### config.mk
export PLATFORM = sky130hd
export DESIGN_NAME = trace_transmitter
export DESIGN_NICKNAME = d
export VERILOG_FILES = /design/src/rtl/trace_transmitter.sv
export SDC_FILE = /design/constraint.sdc
export NUM_CORES = 1
export LEC_CHECK = 0
export CORE_ASPECT_RATIO = 0.8
export CORE_UTILIZATION = 40
export CTS_CLUSTER_SIZE = 28
export DETAILED_ROUTE_END_ITERATION = 10
export DONT_BUFFER_PORTS = 1
export PLACE_DENSITY = 0.63
export REMOVE_ABC_BUFFERS = 1
export SKIP_CTS_REPAIR_TIMING = 1
export SYNTH_ARGS = -nofsm -noshare
export SYNTH_HDL_FRONTEND = slang
export SYNTH_SLANG_ARGS = --single-unit
export TNS_END_PERCENT = 5
### constraint.sdc
create_clock -name clock -period 5.1 [get_ports clock]
set_input_delay 0.51 -clock clock [delete_from_list [all_inputs] [get_ports clock]]
set_output_delay 0.51 -clock clock [all_outputs]
set_load 0.1 [all_outputs]
### src/rtl/trace_transmitter.sv
// Debug-trace UART transmitter: on an accepted step strobe it snapshots pc, op_code and r16
// and sends a 5-byte frame (A5, pc, op_code, r16, xor checksum) as 8N1, LSB first.
module trace_transmitter #(
  parameter int CLOCK_FREQ = 50_000_000,
  parameter int BAUD_RATE  = 115_200
) (
  input  logic       clock,
  input  logic       reset,
  input  logic       enable,
  input  logic       strobe,
  input  logic [7:0] pc,
  input  logic [7:0] op_code,
  input  logic [7:0] r16,
  output logic       tx,
  output logic       busy,
  output logic [7:0] dropped_count
);

  localparam int DIV = CLOCK_FREQ / BAUD_RATE;
  localparam int CW  = (DIV > 2) ? $clog2(DIV) : 1;
  localparam logic [CW-1:0] LAST_TICK = CW'(DIV - 1);
  localparam logic [7:0]    SYNC_BYTE = 8'hA5;

  typedef enum logic [1:0] {IDLE, START, DATA, STOP} state_t;

  state_t        state, state_next;
  logic [CW-1:0] baud_cnt, cnt_next;
  logic [2:0]    bit_idx, bit_next;
  logic [2:0]    byte_idx, byte_next;
  logic [7:0]    snap_pc, snap_op, snap_r16;
  logic [7:0]    frame_byte;
  logic          bit_end, accept, drop, tx_next, busy_next;

  always_comb begin
    // NOTE: every combinational output gets a default first, so no path can infer a latch.
    state_next = state;
    cnt_next   = baud_cnt;
    bit_next   = bit_idx;
    byte_next  = byte_idx;
    accept     = 1'b0;
    drop       = strobe && enable && (state != IDLE);
    bit_end    = (baud_cnt == LAST_TICK);

    case (state)
      IDLE: begin
        if (strobe && enable) begin
          accept     = 1'b1;
          state_next = START;
          cnt_next   = '0;
          bit_next   = '0;
          byte_next  = '0;
        end
      end
      START: begin
        cnt_next = baud_cnt + 1'b1;
        if (bit_end) begin
          state_next = DATA;
          cnt_next   = '0;
          bit_next   = '0;
        end
      end
      DATA: begin
        cnt_next = baud_cnt + 1'b1;
        if (bit_end) begin
          cnt_next = '0;
          if (bit_idx == 3'd7) state_next = STOP;
          else                 bit_next   = bit_idx + 1'b1;
        end
      end
      STOP: begin
        cnt_next = baud_cnt + 1'b1;
        if (bit_end) begin
          cnt_next = '0;
          if (byte_idx < 3'd4) begin
            byte_next  = byte_idx + 1'b1;
            state_next = START;
          end else begin
            state_next = IDLE;
          end
        end
      end
      default: state_next = IDLE;
    endcase

    // Byte contents come from the snapshot, which is stable before any of its bits go out.
    case (byte_next)
      3'd0:    frame_byte = SYNC_BYTE;
      3'd1:    frame_byte = snap_pc;
      3'd2:    frame_byte = snap_op;
      3'd3:    frame_byte = snap_r16;
      default: frame_byte = snap_pc ^ snap_op ^ snap_r16;
    endcase

    case (state_next)
      START:   tx_next = 1'b0;
      DATA:    tx_next = frame_byte[bit_next];
      default: tx_next = 1'b1;
    endcase
    busy_next = (state_next != IDLE);
  end

  always_ff @(posedge clock) begin
    // NOTE: non-blocking assignments make every register update from the same pre-edge values.
    if (reset) begin
      state         <= IDLE;
      baud_cnt      <= '0;
      bit_idx       <= '0;
      byte_idx      <= '0;
      snap_pc       <= '0;
      snap_op       <= '0;
      snap_r16      <= '0;
      tx            <= 1'b1;
      busy          <= 1'b0;
      dropped_count <= '0;
    end else begin
      state    <= state_next;
      baud_cnt <= cnt_next;
      bit_idx  <= bit_next;
      byte_idx <= byte_next;
      tx       <= tx_next;
      busy     <= busy_next;
      if (accept) begin
        snap_pc  <= pc;
        snap_op  <= op_code;
        snap_r16 <= r16;
      end
      if (drop && dropped_count != 8'hFF) dropped_count <= dropped_count + 8'd1;
    end
  end

endmodule
==> results by group, run 1 <==
Worst setup path
  – Worst setup SP type: register
  – Worst EP arrival: 3.16 ns
  – Worst path required time: 5.29 ns
  – CP endpoint kind: register
  – CP max FO: 16
  – Crit Path Class: register to register
  – CP startpoint: state[1]
  – Reg2Reg Launch Point: state[1]

Logic synthesis
  – Seq/Total Area, Yosys: 35.76%
  – #FFs+latches synth: 51
  – Count leader, synth: nand2_1
  – Synthesized cell area: 2855 um2
  – Yosys synthesis warning count: 0
  – Top cell type by total area after synthesis: dfxtp_1
  – Synth top cells by count: nand2_1 (61), dfxtp_1 (51), a21oi_1 (36), nor2_1 (34), xor2_1 (17)
  – Synth Flop Type: dfxtp_1
  – Synth top area share: 35.76%
  – Post-synth ARST share: 0%
  – Post-synth EDFFs: 0
  – Synth Instances: 358
  – Cell variety after synth: 58
  – Synth top area cells: dfxtp_1 (36%), nand2_1 (8.0%), a21oi_1 (6.3%), xor2_1 (5.2%), ha_1 (4.8%)
  – Syn Area/Cell: 7.976 um2

STA
  – Final setup fails: 0
  – Max-slew violations: 0
  – Setup TNS: 0 ns
  – Relative slew slack: 28.35%
  – Worst Max-Slew Pin Slew: 1.073 ns
  – Final hold violation count: 0
  – Final setup margin: 2.129 ns
  – Min Tclk post-route: 2.971 ns
  – RSZ-0062 raised after global routing: false
  – Final Skew: 0.004583 ns
  – Max frequency: 336.6 MHz
  – Final period util: 58.25%
  – Hold Worst Slack: 0.2680 ns

Final layout
  – Layout cells sized above 1: 4.598%
  – FILL cells: 722
  – Area Overhead vs Synth: 3.681%
  – N_diodes: 0
  – Nets: 386

Clocking
  – CTS tree: yes
  – Root buffer cell: clkbuf_8
  – Deepest clock path buffer count: 2
  – Sink Count: 51
  – Clk pin slew, worst setup/hold paths: 0.09 ns
  – Clk_lat worst skew: 0.30 ns
  – H-tree depth: 2
  – Number of buffers created by CTS: 5

Worst hold path
  – Hold Crit Start: reset
  – Min-Delay Path Class: input port to register

Floorplanning
  – Core Box Area: 6892 um2
  – I/O pins: 38
  – Starting density of the core: 41.43%
  – Die Area: 7482 um2
  – DIE WIDTH: 96.46 um
  – Die height: 77.57 um
  – FP Rows: 27

Place
  – Pre-CTS setup slack: 2.138 ns
  – Gpl congestion: 0.8170
  – IO Port Bufs: 0
  – Post-DP HPWL: 4334 um

Drt
  – Residual DRC: 0
  – Via Count: 2,385
  – Routed WL: 6102 um
  – Routed wire length per instance: 14.03 um
  – Vias per cell: 5.483
  – Post-DRT Antenna Nets: 0
  – Initial DRC count: 133
  – DR pass1 iterations: 4

Global route
  – Largest net degree at the start of global routing: 43
  – Remaining Overflow, GRT: 0
  – GRT Total Usage: 17.61%
  – Vias in the first global route: 2,189
  – Global-route wire length before repair: 10,410 um
  – Initial antenna violation count: 0

Power
  – Cell Pwr Density: 265.3 nW/um2
  – VDD IR-drop max: 122.2 uV
  – Pleak: 0.001085 uW
  – Design Power: 785.4 uW

Job
  – Max Cap Violations: 0

Status
  – Run status: finished, final reports clean
==> routing by layer <==
| metal | vias to the layer above | part of all wire (%) | global-route usage (%) |
|---|---|---|---|
| met5 | - | 0 | 0 |
| met4 | 0 | 0.85 | 4.853 |
| met3 | 4 | 4.5 | 3.431 |
| met2 | 40 | 44 | 25.92 |
| met1 | 1113 | 50 | 25.86 |
| li1 | 1228 | - | - |
==> power breakdown <==
part	switching [uW]	leakage, uW	internal [uW]
clock	130	0.0000422	96.7
sequential	44.8	0.000414	417
combinational	58.4	0.000628	38.7
==> kinds of logic (layout without fill, tap and decap cells) <==
logic type / after synthesis / in the layout / share of synthesized area (%)
AO/OA/AOI/OAI: 84 / 84 / 18.62
XOR/XNOR: 27 / 27 / 8.282
adder cells (fa/ha/maj): 11 / 11 / 4.820
buffers and inverters: 29 / 19 / 4.426
flip-flops: 51 / 51 / 35.76
multiplexers: 9 / 9 / 3.243
AND/OR/NAND/NOR: 147 / 147 / 24.85
==> area by class of cell <==
cell class	instances	area [um2]	area share, %
Multi-Input combinational cell	278	1708	57.69
Sequential cell	51	1021	34.49
Tap cell	87	108.9	3.677
Clock buffer	7	76.32	2.578
Inverter	11	41.29	1.395
Clock inverter	1	5.005	0.1691
==> placed cells by master (no fill, tap or decap), types with 4 or more instances in the layout <==
cell type	Yosys	final
or3_1	5	5
mux2i_1	7	7
nand2_1	61	61
dfxtp_1	51	51
xnor2_1	10	10
nor3_1	4	4
o22ai_1	4	4
nand4_1	6	6
a211oi_1	4	4
a21oi_1	36	36
ha_1	11	11
inv_1	11	11
o21ai_0	11	11
o211ai_1	4	4
nand3_1	8	8
and3_1	6	6
xor2_1	17	17
o31ai_1	4	4
nor2_1	34	34
clkbuf_8	0	5
==> final timing paths <==
check                           depth (start not counted)         end  slack (ns)
worst max register to register                         10          tx        2.13
worst min register to register                          2  snap_op[3]        0.47
worst min-delay path                                    1  snap_pc[0]        0.27
worst max-delay path                                   10          tx        2.13
==> critical path, stage by stage (launching register included) <==
cell and delay, ns:
dfxtp_1 0.44, inv_1 0.12, ha_1 0.27, a21boi_2 0.24, nor4b_1 0.26, o21a_1 0.54
mux2_2 0.40, a31oi_1 0.17, o211ai_1 0.11, a41oi_1 0.24, a221oi_2 0.08
==> through the flow <==
step	utilization [%]	cell area (um2)	std cells
2_1_floorplan	-	2770	340
6_report	42.96	2960	435
3_5_place_dp	41.78	2879	427
4_1_cts	42.96	2960	435
3_3_place_gp	41.78	2879	427
5_1_grt	42.96	2960	435
==> registers in the layout, summed over array words and instances (netlist names) <==
name,flops
bit_idx,3
snap_pc,8
dropped_count,8
snap_op,8
byte_idx,3
baud_cnt,9
tx,1
state,2
snap_r16,8
busy,1
Power figures use the tool's default switching activity.
==> run 2, diff against run 1 <==
- clock period: 5.1 -> 2.8 ns (I/O delays scaled with it)
==> results by group, run 2 (synthesis gave the netlist of run 1 again) <==
Status
  – Run status: finished, final reports clean

Final layout
  – Footprint of the multi-input gates: 1750 um2
  – N_diodes: 0
  – Top reg by flops: baud_cnt
  – Nets: 408
  – Layout cells sized above 1: 12.43%
  – Commonest cells after routing, fill and taps aside: nand2_1 (61), dfxtp_1 (51), a21oi_1 (36), nor2_1 (34), buf_4 (22)
  – FF+latch area: 1021 um2
  – Layout Utilization: 46.30%
  – Max reg flops: 9
  – Area Overhead vs Synth: 11.74%
  – Commonest non-fill, non-tap cell in the layout: nand2_1
  – FILL cells: 709

STA
  – RSZ-0062 raised after global routing: false
  – Final hold violation count: 0
  – Final setup margin: 0.1646 ns
  – Worst Max-Slew Pin Slew: 0.9610 ns
  – Final Skew: 0.01226 ns
  – Final setup fails: 0
  – Min Tclk post-route: 2.635 ns
  – Setup TNS: 0 ns
  – Final period util: 94.12%
  – Relative slew slack: 35.84%
  – Max frequency: 379.5 MHz
  – Max-slew violations: 0

Worst hold path
  – Min-Delay Path Class: input port to register

Global route
  – GRT Total Usage: 18.91%
  – Remaining Overflow, GRT: 0
  – Global-route wire length before repair: 11,170 um
  – Vias in the first global route: 2,353
  – Initial antenna violation count: 0
  – Largest net degree at the start of global routing: 43

Worst setup path
  – Crit Path Class: register to register
  – Worst setup SP type: register
  – CP delay by family, top: simple AND/OR/NAND/NOR gates
  – Worst EP arrival: 2.86 ns
  – CP cell instances: inv_2 > ha_4 > or3b_1 > or4_4 > nand3_4 > nand2_2 > o221a_1 > a211o_1 > a221oi_2
  – Crit path buf inv count: 1
  – CP max-delay cell: or4_4
  – CP max FO: 12
  – Worst path required time: 3.03 ns
  – Slowest stage delay, CP: 0.44 ns
  – CP endpoint kind: register

Floorplanning
  – Starting density of the core: 41.43%
  – FP Rows: 27
  – Die height: 77.57 um
  – Die Area: 7482 um2
  – DIE WIDTH: 96.46 um
  – I/O pins: 38
  – Core Box Area: 6892 um2

Drt
  – Initial DRC count: 194
  – Routed wire length per instance: 14.12 um
  – Post-DRT Antenna Nets: 0
  – Vias per cell: 5.440
  – Via Count: 2,486
  – DR pass1 iterations: 4
  – Routed WL: 6455 um
  – Residual DRC: 0

Clocking
  – Clk pin slew, worst setup/hold paths: 0.10 ns
  – Deepest clock path buffer count: 2
  – Root buffer cell: clkbuf_8
  – Clk_lat worst skew: 0.31 ns
  – Number of buffers created by CTS: 5
  – H-tree depth: 2
  – Sink Count: 51
  – CTS tree: yes

Place
  – Pre-CTS setup slack: 0.04524 ns
  – Post-DP HPWL: 4645 um
  – Gpl congestion: 0.8848
  – IO Port Bufs: 0

Job
  – Max Cap Violations: 0

Power
  – Pleak: 0.001202 uW
  – VDD IR-drop max: 254.9 uV
  – Cell Pwr Density: 477.8 nW/um2
[run 2: cell count changes in the layout (fill, tap and decap cells not counted), sizes merged]
cell and change:
buf +22, clkinv -1, clkinvlp +1
[run 2: through the flow]
stage / power (uW) / hold slack [ns] / instance area, um2 / cells
detailed placement: 1058 / 0.3583 / 3044 / 449
finish: 1525 / 0.02648 / 3191 / 457
CTS: 1537 / 0.01225 / 3148 / 457
floorplan: 991.1 / 0.3491 / 2770 / 340
global route: 1606 / 0.005627 / 3191 / 457
global placement: 1051 / 0.3554 / 3044 / 449
[run 2: layout make-up]
class,instances,share of cell area [%]
multi-input combinational,278,54.86
sequential,51,32.00
timing repair buffer,22,5.176
tap,87,3.412
clock buffer,7,3.020
inverter,11,1.294
clock inverter,1,0.2353
[run 2: final timing paths]
path,startpoint,slack (ns),endpoint,cells past startpoint
worst max-delay path,state[0],0.16,tx,9
worst max register to register,state[0],0.16,tx,9
worst min register to register,snap_op[3],0.47,snap_op[3],2
worst min-delay path,reset,0.03,snap_op[0],1
[run 2: per-layer routing]
metal | vias up | share of wire (%) | GRT usage, %
met5 | - | 0 | 0
met4 | 0 | 1.7 | 5.588
met3 | 12 | 3.5 | 3.627
met2 | 49 | 45 | 28.17
met1 | 1156 | 50 | 27.36
li1 | 1269 | - | -
[run 2: report_power, final]
group          internal (uW)  switching, uW  total, uW
Clock                    225            250        475
Combinational           90.5            131        222
Sequential               759           69.2        828
Total                   1070            450       1520
==> run 3, diff against run 2 <==
- CTS_CLUSTER_SIZE: 28 -> 30
==> results of run 3 <==
Final layout, timing and power as in run 2 (identical DEF).
==> variant 1, RTL diff (config.mk and constraints of run 3) <==
Add an input register stage for `r16`, without a reset; this delays it by one clock. The other inputs are not delayed to match.
--- a/src/rtl/trace_transmitter.sv
+++ b/src/rtl/trace_transmitter.sv
@@ -22,6 +22,12 @@
   localparam logic [7:0]    SYNC_BYTE = 8'hA5;
 
   typedef enum logic [1:0] {IDLE, START, DATA, STOP} state_t;
+
+  logic [7:0] r16_q;
+
+  always_ff @(posedge clock) begin
+    r16_q <= r16;
+  end
 
   state_t        state, state_next;
   logic [CW-1:0] baud_cnt, cnt_next;
@@ -122,7 +128,7 @@
       if (accept) begin
         snap_pc  <= pc;
         snap_op  <= op_code;
-        snap_r16 <= r16;
+        snap_r16 <= r16_q;
       end
       if (drop && dropped_count != 8'hFF) dropped_count <= dropped_count + 8'd1;
     end
Formal check against the unedited RTL: no difference found for any inputs over 10 cycles, from zero or initial values and one cycle with reset high; that may be too few to reach the edited logic, so the function may still have changed.
==> variant 1 against run 3 <==
- worst setup slack better by 51 ps
- die area rose by 9.0%
- cell count is 10% higher
- critical endpoint unchanged
- global-route usage decreased by 0.48 points
- synthesized cell count increased by 2.2%
- area after synthesis rose by 9.2%
- highest routed layer unchanged
- design area rose by 15%
- power up 33%
- routed wire length up 12%
- sequential cell count rose by 8
- clock skew decreased by 2.0 ps
==> variant 1: results <==
group,metric,value,unit
power,peakVddDrop,436,uV
critical_path,crit_slowest_cell,"dfxtp_1",
sta,fin_worst_skew,10.3,ps
global_route,grt_max_degree,44,
placement,placed_area,3310,um^2
final_layout,finalNetCount,432,
synth,synth.distinct_cells,64,
clocking,htreeDepth,3,
critical_path,arrival,2820,ps
power,power.density,555,nW/um^2
hold_path,hold-path-cell-count,2,
final_layout,drive_gt1_share,15.6,%
placement,place_hpwl,4670,um
power,leakage,1.39,nW
sta,slew_headroom,35.6,%
global_route,grt_pass1_vias,2376,
global_route,track_usage,18.4,%
status,status,"finished, final reports clean",
routing,drt-initial-drc-count,93,
critical_path,reg2reg_from,"state[1]",
final_layout,n_fill_cell,711,
critical_path,rr_worst_depth,10,
critical_path,cpPeakStageDelay,410,ps
hold_path,min_to,"tx",
clocking,clkLatencyLatePin,350,ps
routing,wirelength,7250,um
power,sw_frac_of_total,30.2,%
placement,gp_congestion,0.848,
## variant 1: changes by cell type after synthesis, moves of 5 or more
cell | before | now
xnor2_1 | 10 | 15
dfxtp_1 | 51 | 59
nand3_1 | 8 | 13
nor2_1 | 34 | 40
## variant 1: cell type report
type,instances,share of cell area [%]
sequential,59,32.3
timing repair buffer,31,7.32
tap,105,3.59
inverter,7,0.719
clock inverter,7,2.09
multi-input combinational,285,50.5
clock buffer,9,3.39
## variant 1: how the worst max path moves through the flow
| stage | from | to | slack [ps] | cells past startpoint |
|---|---|---|---|---|
| after floorplan | state[0] | tx | 320 | 10 |
| after global routing | state[1] | tx | 2 | 10 |
| final | state[1] | tx | 220 | 10 |
| after CTS | state[0] | tx | 130 | 10 |
| after detailed placement | state[0] | tx | 140 | 10 |
| after global placement | state[0] | tx | 200 | 10 |
## variant 1: critical path, delay by kind of cell (launching register included)
| kind | cells | cell delay [ps] |
|---|---|---|
| AO/OA/AOI/OAI | 5 | 910 |
| buffers and inverters | 1 | 110 |
| AND/OR/NAND/NOR | 3 | 680 |
| adder cells (fa/ha/maj) | 1 | 350 |
| flip-flops | 1 | 410 |
## variant 1: power groups by stage
| stage | Combinational [mW] | Sequential [mW] | Clock [mW] |
|---|---|---|---|
| final | 0.272 | 0.959 | 0.799 |
| after global routing | 0.305 | 0.965 | 0.847 |
| after CTS | 0.248 | 0.958 | 0.818 |
| after detailed placement | 0.247 | 0.977 | 0 |
| after global placement | 0.243 | 0.975 | 0 |
| after floorplan | 0.173 | 0.976 | 0 |
## variant 1: logic make-up (layout without fill, tap and decap cells)
| group | after synthesis | count (layout) | share of synthesized area (%) |
|---|---|---|---|
| buffers and inverters | 22 | 54 | 3.29 |
| DFF | 59 | 59 | 37.9 |
| adders and majority gates | 11 | 11 | 4.41 |
| xor gates and xnor gates | 29 | 29 | 8.14 |
| AOI/OAI and AO/OA | 90 | 90 | 20.7 |
| muxes | 3 | 3 | 0.963 |
| and+or+nand+nor | 152 | 152 | 24.6 |
## variant 1: layer usage
| metal | share of wire (%) | track usage [%] | wire (um) | vias to the layer above |
|---|---|---|---|---|
| li1 | - | - | - | 1348 |
| met1 | 51 | 25.3 | 3670 | 1234 |
| met2 | 44 | 27.3 | 3210 | 48 |
| met3 | 4.2 | 5.34 | 304 | 5 |
| met4 | 0.84 | 6.96 | 61 | 0 |
| met5 | 0 | 0 | 0 | - |
## variant 1: per-stage QoR
stage / setup slack, ps / hold slack [ps] / cells
5_1_grt: 2.41 / 28.3 / 503
3_5_place_dp: 136 / 308 / 474
3_3_place_gp: 200 / 308 / 474
6_report: 216 / 25.1 / 503
2_1_floorplan: 317 / 308 / 351
4_1_cts: 125 / -65.3 / 490
==> variant 2, RTL diff (config.mk and constraints of run 3) <==
Made on the original files. Set the parameter `CLOCK_FREQ` to 100_000_000 (it was 50_000_000).
--- a/src/rtl/trace_transmitter.sv
+++ b/src/rtl/trace_transmitter.sv
@@ -1,7 +1,7 @@
 // Debug-trace UART transmitter: on an accepted step strobe it snapshots pc, op_code and r16
 // and sends a 5-byte frame (A5, pc, op_code, r16, xor checksum) as 8N1, LSB first.
 module trace_transmitter #(
-  parameter int CLOCK_FREQ = 50_000_000,
+  parameter int CLOCK_FREQ = 100_000_000,
   parameter int BAUD_RATE  = 115_200
 ) (
   input  logic       clock,
Check against the original RTL: no difference found for any inputs over 10 cycles, from zero or initial values and one cycle with reset high; that may be too few to reach the edited logic, so the function may still have changed.
==> variant 2 against run 3 <==
- combinational power is 19% lower
- fmax is 1.7% lower
- sequential cell count is 1 higher
- area after synthesis hardly changed
- design area is 1.1% higher
- critical path depth is 3 higher
- clock power is 8.0% lower
- routed wire length is 5.3% lower
- count of clock-buffer cells in the layout is 2 lower
- worst setup slack worse by 45 ps
- power is 4.8% lower
- largest cell class unchanged
==> variant 2: results <==
group,metric,value,unit
routing,via_count,2351,
power,leakage,1.23,nW
final_layout,n_antenna_cell,0,
placement,portBuffers,0,
routing,drt-initial-drc-count,150,
global_route,grt_pass1_vias,2209,
synth,yosysSeqAreaShare,36.4,%
clocking,htreeDepth,2,
global_route,grt_pass1_wl,10000,um
critical_path,cpPeakStageDelay,360,ps
sta,worstMarginPinSlew,956,ps
critical_path,rr_worst_depth,12,
clocking,clockBufferDepth,2,
power,peakVddDrop,298,uV
final_layout,drive_gt1_share,18.2,%
placement,placed_cells,432,
status,status,"finished, final reports clean",
global_route,track_usage,17.0,%
critical_path,crit_slowest_cell,"o311ai_0",
clocking,cts_made_buffers,5,
critical_path,path_max_fanout,9,
clocking,path_clk_slew,100,ps
final_layout,largest_register_ffs,10,
sta,fin_worst_skew,5.54,ps
routing,wire_per_inst,13.7,um
placement,place_hpwl,4480,um
placement,gp_congestion,0.866,
critical_path,crit_family,"compound AO/OA/AOI/OAI gates",
final_layout,top_register,"baud_cnt",
synth,ys_top_cells_by_count,"70 x nand2_1, 52 x dfxtp_1, 31 x a21oi_1, 27 x nor2_1, 18 x xor2_1",
critical_path,arrival,2880,ps
routing,wirelength,6110,um
final_layout,finalNetCount,395,
synth,syn_inst,338,
hold_path,hold-path-cell-count,1,
routing,firstDrtPassIters,4,
placement,place_ws,-41.4,ps
synth,synth.area.top_cells,"dfxtp_1 36%, nand2_1 9.2%, xor2_1 5.5%",
synth,synth.distinct_cells,61,
## variant 2: metal layers
metal / wire length [um] / global-route usage [%] / up-vias / part of all wire, %
met5: 0 / 0 / - / 0
met4: 38 / 3.53 / 0 / 0.62
met3: 166 / 4.02 / 4 / 2.7
met2: 2700 / 27.3 / 30 / 44
met1: 3210 / 22.9 / 1093 / 52
li1: - / - / 1224 / -
## variant 2: area by class of cell
type / instances / area (um^2)
Inverter: 4 / 15.0
Clock buffer: 5 / 68.8
Fill cell: 685 / 3670
Timing Repair Buffer: 27 / 203
Clock inverter: 3 / 22.5
Multi-Input combinational cell: 267 / 1760
Sequential cell: 52 / 1040
Tap cell: 87 / 109
## variant 2: kinds of logic after synthesis
| logic type | after synthesis | synth area share [%] |
|---|---|---|
| AO/OA/AOI/OAI | 79 | 19.8 |
| XOR/XNOR | 30 | 9.20 |
| adder cells (fa/ha/maj) | 10 | 4.38 |
| buffers and inverters | 19 | 3.55 |
| flip-flops | 52 | 36.4 |
| multiplexers | 5 | 1.75 |
| AND/OR/NAND/NOR | 143 | 24.8 |
## variant 2: where the power goes
part / leakage, nW / switching [mW] / internal, mW / total (mW)
registers: 0.423 / 0.0645 / 0.771 / 0.835
logic: 0.760 / 0.104 / 0.0749 / 0.179
clock network: 0.0485 / 0.257 / 0.180 / 0.437
total: 1.23 / 0.426 / 1.03 / 1.45
## variant 2: stage by stage
step | util [%] | area (um^2)
floorplan | - | 2770
global placement | 44.2 | 3040
detailed placement | 44.2 | 3040
CTS | 45.5 | 3140
global route | 46.8 | 3230
finish | 46.8 | 3230
## variant 2: worst paths after layout
path                                  from    endpoint  slack [ps]
worst max-delay path              state[0]          tx         120
worst min-delay path                 reset  snap_pc[0]          30
worst max register to register    state[0]          tx         120
worst min register to register  snap_op[5]  snap_op[5]         480
